## config.mk

```make
export PLATFORM = sky130hd
export DESIGN_NAME = pipe_stage_reg
export DESIGN_NICKNAME = d
export VERILOG_FILES = /design/src/rtl/pipe_stage_reg.sv
export SDC_FILE = /design/constraint.sdc
export NUM_CORES = 1
export LEC_CHECK = 0
export ABC_AREA = 1
export CORE_MARGIN = 8
export CORE_UTILIZATION = 54
export DETAILED_ROUTE_END_ITERATION = 16
export PLACE_DENSITY = 0.83
export SYNTH_ARGS = -nofsm -noshare
export SYNTH_HDL_FRONTEND = slang
export SYNTH_SLANG_ARGS = --single-unit
```

## constraint.sdc

```tcl
create_clock -name clk -period 5.2 [get_ports clk]
set_clock_uncertainty 0.2 [all_clocks]
set_input_delay 0.78 -clock clk [delete_from_list [all_inputs] [get_ports clk]]
set_output_delay 0.78 -clock clk [all_outputs]
set_load 0.01 [all_outputs]
```

## src/rtl/pipe_stage_reg.sv

```systemverilog
`default_nettype none
// ============================================================================
// Module      : pipe_stage_reg
// Description : Valid/ready pipeline stage register. With SKID=1 it holds up
//               to two entries (main + skid) so that in_ready is a register
//               with no combinational path from out_ready. With SKID=0 it is
//               a single register whose in_ready is combinational. Also counts
//               bubble cycles (out_valid low) with saturation.
// Ports       : clk        - rising-edge clock
//               rst        - asynchronous active-low reset
//               in_valid   - upstream payload valid
//               in_ready   - stage can accept the payload
//               in_data    - upstream payload [WIDTH]
//               out_valid  - out_data valid
//               out_ready  - downstream accepts
//               out_data   - registered payload [WIDTH]
//               flush      - synchronous discard of all held entries
//               cnt_clr    - synchronous clear of bubble_cnt
//               occupancy  - entries held (0..2)
//               bubble_cnt - saturating count of cycles with out_valid low
// Revision    : 1.0 - initial release
// ============================================================================
module pipe_stage_reg #(
  parameter int               WIDTH     = 32,
  parameter logic [WIDTH-1:0] CLEAR_VAL = '0,
  parameter bit               SKID      = 1'b1,
  parameter int               CNT_W     = 16
) (
  input  logic             clk,
  input  logic             rst,
  input  logic             in_valid,
  output logic             in_ready,
  input  logic [WIDTH-1:0] in_data,
  output logic             out_valid,
  input  logic             out_ready,
  output logic [WIDTH-1:0] out_data,
  input  logic             flush,
  input  logic             cnt_clr,
  output logic [1:0]       occupancy,
  output logic [CNT_W-1:0] bubble_cnt
);

  typedef enum logic [1:0] {
    ST_EMPTY = 2'd0,
    ST_ONE   = 2'd1,
    ST_FULL  = 2'd2
  } state_t;

  localparam logic [CNT_W-1:0] C_CNT_ONE = {{(CNT_W-1){1'b0}}, 1'b1};

  state_t           r_state;
  state_t           w_next_state;
  logic [WIDTH-1:0] r_main;
  logic [WIDTH-1:0] r_skid;
  logic [CNT_W-1:0] r_bubble_cnt;

  logic w_accept;
  logic w_deliver;
  logic w_load_main;
  logic w_main_from_skid;
  logic w_load_skid;

  assign w_accept  = in_valid & in_ready;
  assign w_deliver = out_valid & out_ready;

  assign out_valid  = (r_state != ST_EMPTY);
  assign out_data   = r_main;
  assign bubble_cnt = r_bubble_cnt;

  // --------------------------------------------------------------------------
  // Next-state and datapath load controls. With SKID=0 the ready equation
  // makes accept-without-deliver in ST_ONE impossible, so ST_FULL is never
  // entered and the same decode serves both variants.
  // --------------------------------------------------------------------------
  always_comb begin
    w_next_state     = r_state;
    w_load_main      = 1'b0;
    w_main_from_skid = 1'b0;
    w_load_skid      = 1'b0;
    if (flush) begin
      w_next_state = ST_EMPTY;
    end else begin
      case (r_state)
        ST_EMPTY: begin
          if (w_accept) begin
            w_next_state = ST_ONE;
            w_load_main  = 1'b1;
          end
        end
        ST_ONE: begin
          if (w_accept && w_deliver) begin
            w_load_main = 1'b1;
          end else if (w_accept) begin
            w_next_state = ST_FULL;
            w_load_skid  = 1'b1;
          end else if (w_deliver) begin
            w_next_state = ST_EMPTY;
          end
        end
        ST_FULL: begin
          if (w_deliver) begin
            w_next_state     = ST_ONE;
            w_load_main      = 1'b1;
            w_main_from_skid = 1'b1;
          end
        end
        default: begin
          w_next_state = ST_EMPTY;
        end
      endcase
    end
  end

  always_ff @(posedge clk or negedge rst) begin
    if (!rst) begin
      r_state <= ST_EMPTY;
    end else begin
      r_state <= w_next_state;
    end
  end

  // Main holds its last value when emptied by a delivery; only flush and
  // reset return it to CLEAR_VAL.
  always_ff @(posedge clk or negedge rst) begin
    if (!rst) begin
      r_main <= CLEAR_VAL;
      r_skid <= CLEAR_VAL;
    end else if (flush) begin
      r_main <= CLEAR_VAL;
      r_skid <= CLEAR_VAL;
    end else begin
      if (w_load_main) begin
        r_main <= w_main_from_skid ? r_skid : in_data;
      end
      if (w_load_skid) begin
        r_skid <= in_data;
      end
    end
  end

  always_comb begin
    occupancy = 2'd0;
    case (r_state)
      ST_ONE:  occupancy = 2'd1;
      ST_FULL: occupancy = 2'd2;
      default: occupancy = 2'd0;
    endcase
  end

  // --------------------------------------------------------------------------
  // Ready generation.
  // --------------------------------------------------------------------------
  generate
    if (SKID) begin : g_skid
      // Registered ready: low exactly when the skid entry is occupied.
      logic r_in_ready;
      always_ff @(posedge clk or negedge rst) begin
        if (!rst) begin
          r_in_ready <= 1'b1;
        end else begin
          r_in_ready <= (w_next_state != ST_FULL);
        end
      end
      assign in_ready = r_in_ready;
    end else begin : g_no_skid
      assign in_ready = ~out_valid | out_ready;
    end
  endgenerate

  // --------------------------------------------------------------------------
  // Bubble counter: counts edges where out_valid was low, saturating.
  // cnt_clr has priority; flush does not affect it.
  // --------------------------------------------------------------------------
  always_ff @(posedge clk or negedge rst) begin
    if (!rst) begin
      r_bubble_cnt <= '0;
    end else if (cnt_clr) begin
      r_bubble_cnt <= '0;
    end else if (!out_valid && !(&r_bubble_cnt)) begin
      r_bubble_cnt <= r_bubble_cnt + C_CNT_ONE;
    end
  end

endmodule
`default_nettype wire
```

# Word-level counts from Yosys, hierarchy flattened
# Cells that the tools add are included.
classes:
  addsub: 1
  n_eq_ne: 3
  mux: 25
  bitwise_logic: 2
  n_reduce_logical: 10
ops:
  columns: ["operator", "count"]
  rows:
  - ["32-bit two-way mux", 5]
  - ["16-bit two-way mux", 2]
  - ["16-bit by 1-bit adder with 16-bit output (second input constant)", 1]
  - ["16-bit AND reduction", 1]
  - ["2-bit two-way mux", 6]
  - ["1-bit two-way mux", 9]
  - ["2-bit nonzero test", 4]
  - ["2-bit case mux with 3 select lines", 1]
  - ["2-bit case mux with 2 select lines", 1]
  - ["1-bit case mux with 3 select lines", 1]
  - ["1-bit AND", 2]
  - ["2-bit by 1-bit == test with 1-bit output (second input constant)", 1]
  - ["2-bit == test (second input constant)", 1]
  - ["1-bit logical AND", 2]
  - ["1-bit zero test", 2]
  - ["2-bit zero test", 1]
  - ["2-bit != test (second input constant)", 1]
word_totals:
  regBits: 83
  in_bits: 38
  output_inout_bits: 52

# Logic depth before layout (Yosys ltp)
depth:
  depth_word: 8
  mapped_depth: 10
  mapped_depth_nobuf: 9

# Worst setup path before layout
# OpenSTA, ideal clock, no wires.
synth_timing:
  kind: "in2reg"
  start: "input in_valid"
  end: "register r_skid[0]"
  setup_time_ps: 130
  arrival_ps: 1531
  required_ps: 4870
  setup_slack_ps: 3339
  cell_stages: 6
  path_buffers: 1
  path_cell_list: "nand2_1 > nor2_2 > nand2_1 > nand2_1 > clkbuf_1 > o21ai_0"
synth_via:
  elab_chain_cells: 6
  word_cells_on_any_way: 7
synth_rtl:
  columns: ["element", "line", "rtl"]
  rows:
  - ["start: declaration", "31", "input logic in_valid,"]
  - ["1-bit AND *", "63", "assign w_accept = in_valid & in_ready;"]
  - ["1-bit two-way mux / 1-bit logical AND (equally long branches)", "93, 91", null]
  - ["1-bit two-way mux *", "91", "if (w_accept && w_deliver) begin"]
  - ["1-bit two-way mux *", "83", "case (r_state)"]
  - ["1-bit two-way mux *", "80", "if (flush) begin"]
  - ["2-bit nonzero test (no source line) *", null, null]
  - ["end signal: assignment", "136", "r_skid <= in_data;"]
  - ["end: declaration", "54", "logic [WIDTH-1:0] r_skid;"]
# Every way passes the cells marked *; elsewhere a longest branch is shown, timed or not.
# A chain may end at the register's enable or synchronous reset.

# Worst setup path after layout
layout_timing:
  start: "input flush"
  end: "register r_main[31] (netlist: out_data[31])"
layout_via:
  elab_chain_cells: 4
  word_cells_on_any_way: 6
layout_rtl:
  columns: ["element", "line", "rtl"]
  rows:
  - ["start: declaration", "37", "input logic flush,"]
  - ["1-bit two-way mux", "80", null]
  - ["32-bit two-way mux", "133", "r_main <= w_main_from_skid ? r_skid : in_data;"]
  - ["32-bit two-way mux", "132", "if (w_load_main) begin"]
  - ["32-bit two-way mux", "128", "end else if (flush) begin"]
  - ["end signal: assignment", "133", null]
  - ["end: declaration", "53", "logic [WIDTH-1:0] r_main;"]
# Several ways; a longest one is shown, not always the timed one. The select of a mux whose other input is x is not followed.

==> flow_summary.ini <==
[yosys]
synth_seq_cells = 83
synth_fp_nets = 556
synthesis.area_um2 = 4034
yosysSeqAreaShare_pct = 51.52
ys_types = 22
yosysWarnings = 0
synth_top_area_cell = dfrtp_1
synth_cells = 517
yosys-top-cells-area = dfrtp_1 (51%), nand2_1 (15%), nand3_1 (8.8%), o21ai_0 (8.6%), inv_1 (4.0%)
avgSynthCellArea_um2 = 7.802
synth_top_area_share_pct = 50.87

[run_status]
status = finished clean

[cells_and_area]
final_common_cell = nand2_1
seqCellArea_um2 = 2078
layout_common_cells = nand2_1 (165), clkdlybuf4s50_1 (88), dfrtp_1 (82), nand3_1 (71), o21ai_0 (69)
num-nets-final = 632
multi_input_area_um2 = 1670
syn_to_final_growth_pct = 27.82
drive_above_1_share_pct = 6.020
final_area_um2 = 5156
nFillCells = 585
antennaDiodeCount = 0

[detailed_routing]
vias_per_cell = 5.364
drcViolationCount = 0
top_layer = met4
route.met2.wl_mm = 5.170
totalWireLength_mm = 10.49
drt-met1-wl_mm = 4.374
drtIter0Drc = 188
vias = 3739
dr_wl_met3_um = 759
drt_pass1_iterations = 5
avgRoutedWirePerCell_um = 15.05
drt.antenna.violating_nets = 0

[min_path]
min_to = out_data[6]$_DFFE_PN0P_
worstHoldPathCells = 2
hold_class = reg -> reg
hp-start = out_data[6]$_DFFE_PN0P_

[clock_tree]
post_cts_buffers = 0
hold_buffers = 0
cts.repair.resized = 0
htreeDepth = 3
cts_tree = yes
numClockSinks = 83
clk_pin_slew_ps = 80
insertion_delay_ps = 360
cts_buffers = 9
clk_path_buf_depth = 2
root_buffer = clkbuf_8

[timing]
worst_slack_ps = 1906
relSlewSlack_pct = 11.71
max_freq_ghz = 0.3036
period_share_pct = 63.34
whs_ps = 317.1
hold_viol = 0
worst_pin_slew_ps = 1323
setup_viol = 0
rsz0062_at_grt = no
min_period_ps = 3294
final_max_slew_viol_count = 0
tns_ps = 0

[global_route]
antenna_found_initial = 0
grt_util_all_layers_pct = 20.93
grt_pass1_wl_mm = 17.41
grt_max_degree = 84
grt_pass1_vias = 3654
gr-total-overflow = 0

[place]
dp_hpwl_mm = 7.073
pre_cts_slack_ps = 1540
post_dp_cell_area_um2 = 4956
port_buffers = 89
finalWeightedCongestion = 0.8599

[critical_path]
crit_fanout = 64
cp.required_ps = 5290
ff2ff_path_depth = 5
start_kind = input pin
crit_arrival_ps = 3390
r2r_end = out_data[31]$_DFFE_PN0P_
r2r_slack_ps = 2690
end_kind = flop
criticalPathCategory = in -> reg
r2r-start = r_state[0]$_DFF_PN0_

[floorplan]
initial_core_util_pct = 55.61
core_um2 = 7253
die_area_um2 = 10490
die_y_um = 102.4
num_rows = 31
die-width_um = 102.4
ios = 90

[power_and_ir_drop]
leakage_nw = 2.394
p_sw_mw = 0.3744
ir_worst_vdd_mv = 0.2065
p_clk_share_pct = 34.9
powerDensity_nw_per_um2 = 263.5
internal-power_mw = 0.9842
power_frac_seq_pct = 50.8
finalPower_mw = 1.359
sw_frac_of_total_pct = 27.56
pwr-share-comb_pct = 14.4

[job]
max_cap_viol_count = 0
-- worst max-delay path by stage --
| stage | start | end |
|---|---|---|
| detailed placement | flush | out_data[31]$_DFFE_PN0P_ |
| floorplan | in_valid | r_skid[0]$_DFFE_PN0P_ |
| global placement | flush | out_data[0]$_DFFE_PN0P_ |
| global route | flush | out_data[23]$_DFFE_PN0P_ |
| CTS | flush | out_data[31]$_DFFE_PN0P_ |
| finish | flush | out_data[31]$_DFFE_PN0P_ |
-- per-stage QoR --
stage          cells  utilization (%)
4_1_cts          697            71.09
3_3_place_gp     681            68.33
5_1_grt          697            71.09
6_report         697            71.09
2_1_floorplan    517                -
3_5_place_dp     681            68.33
-- Yosys cell counts (all sizes together) --
library cell and number:
a21oi 1, nor2 27, or2 1, xor2 5, dfstp 1, nand3 73
ha 1, o21bai 3, inv 46, o211ai 1, nand4 14, o21ai 69
nand2 166, dfrtp 82, buf 6, clkbuf 21
-- registers in the layout (all words and copies together) (netlist names) --
signal and flops:
bubble_cnt 16, in_ready 1, out_data 32, r_skid 32, r_state 2
-- power by group through the flow --
| stage | Clock [mW] | Combinational, mW | Sequential (mW) |
|---|---|---|---|
| after floorplan | 0 | 0.0743 | 0.709 |
| after global placement | 0 | 0.191 | 0.701 |
| after detailed placement | 0 | 0.196 | 0.702 |
| after CTS | 0.479 | 0.196 | 0.690 |
| after global routing | 0.506 | 0.213 | 0.693 |
| final | 0.474 | 0.195 | 0.690 |
-- metal layers --
metal,vias up,global-route usage [%]
li1,1823,-
met1,1739,26.68
met2,162,34.52
met3,15,3.747
met4,0,8.014
met5,-,0
-- critical path: stages --
cell and delay, ps:
clkdlybuf4s50_1 490, inv_2 490, nand3_2 890, o21ai_0 530
nand2_1 90, nand2_1 100
-- logic make-up after synthesis --
family          synth area share, %
compound gates                9.553
buf+inv                       7.134
xor+xnor                      1.086
simple gates                  30.40
fa+ha+maj                    0.3101
flops                         51.52
-- layout make-up --
class | count | share of cell area (%)
Clock buffer | 9 | 2.402
Timing Repair Buffer | 92 | 17.67
Clock inverter | 7 | 1.480
Tap cell | 99 | 2.402
Inverter | 46 | 3.349
Sequential cell | 83 | 40.31
Multi-Input combinational cell | 361 | 32.39
(Power assumes the default switching activity.)
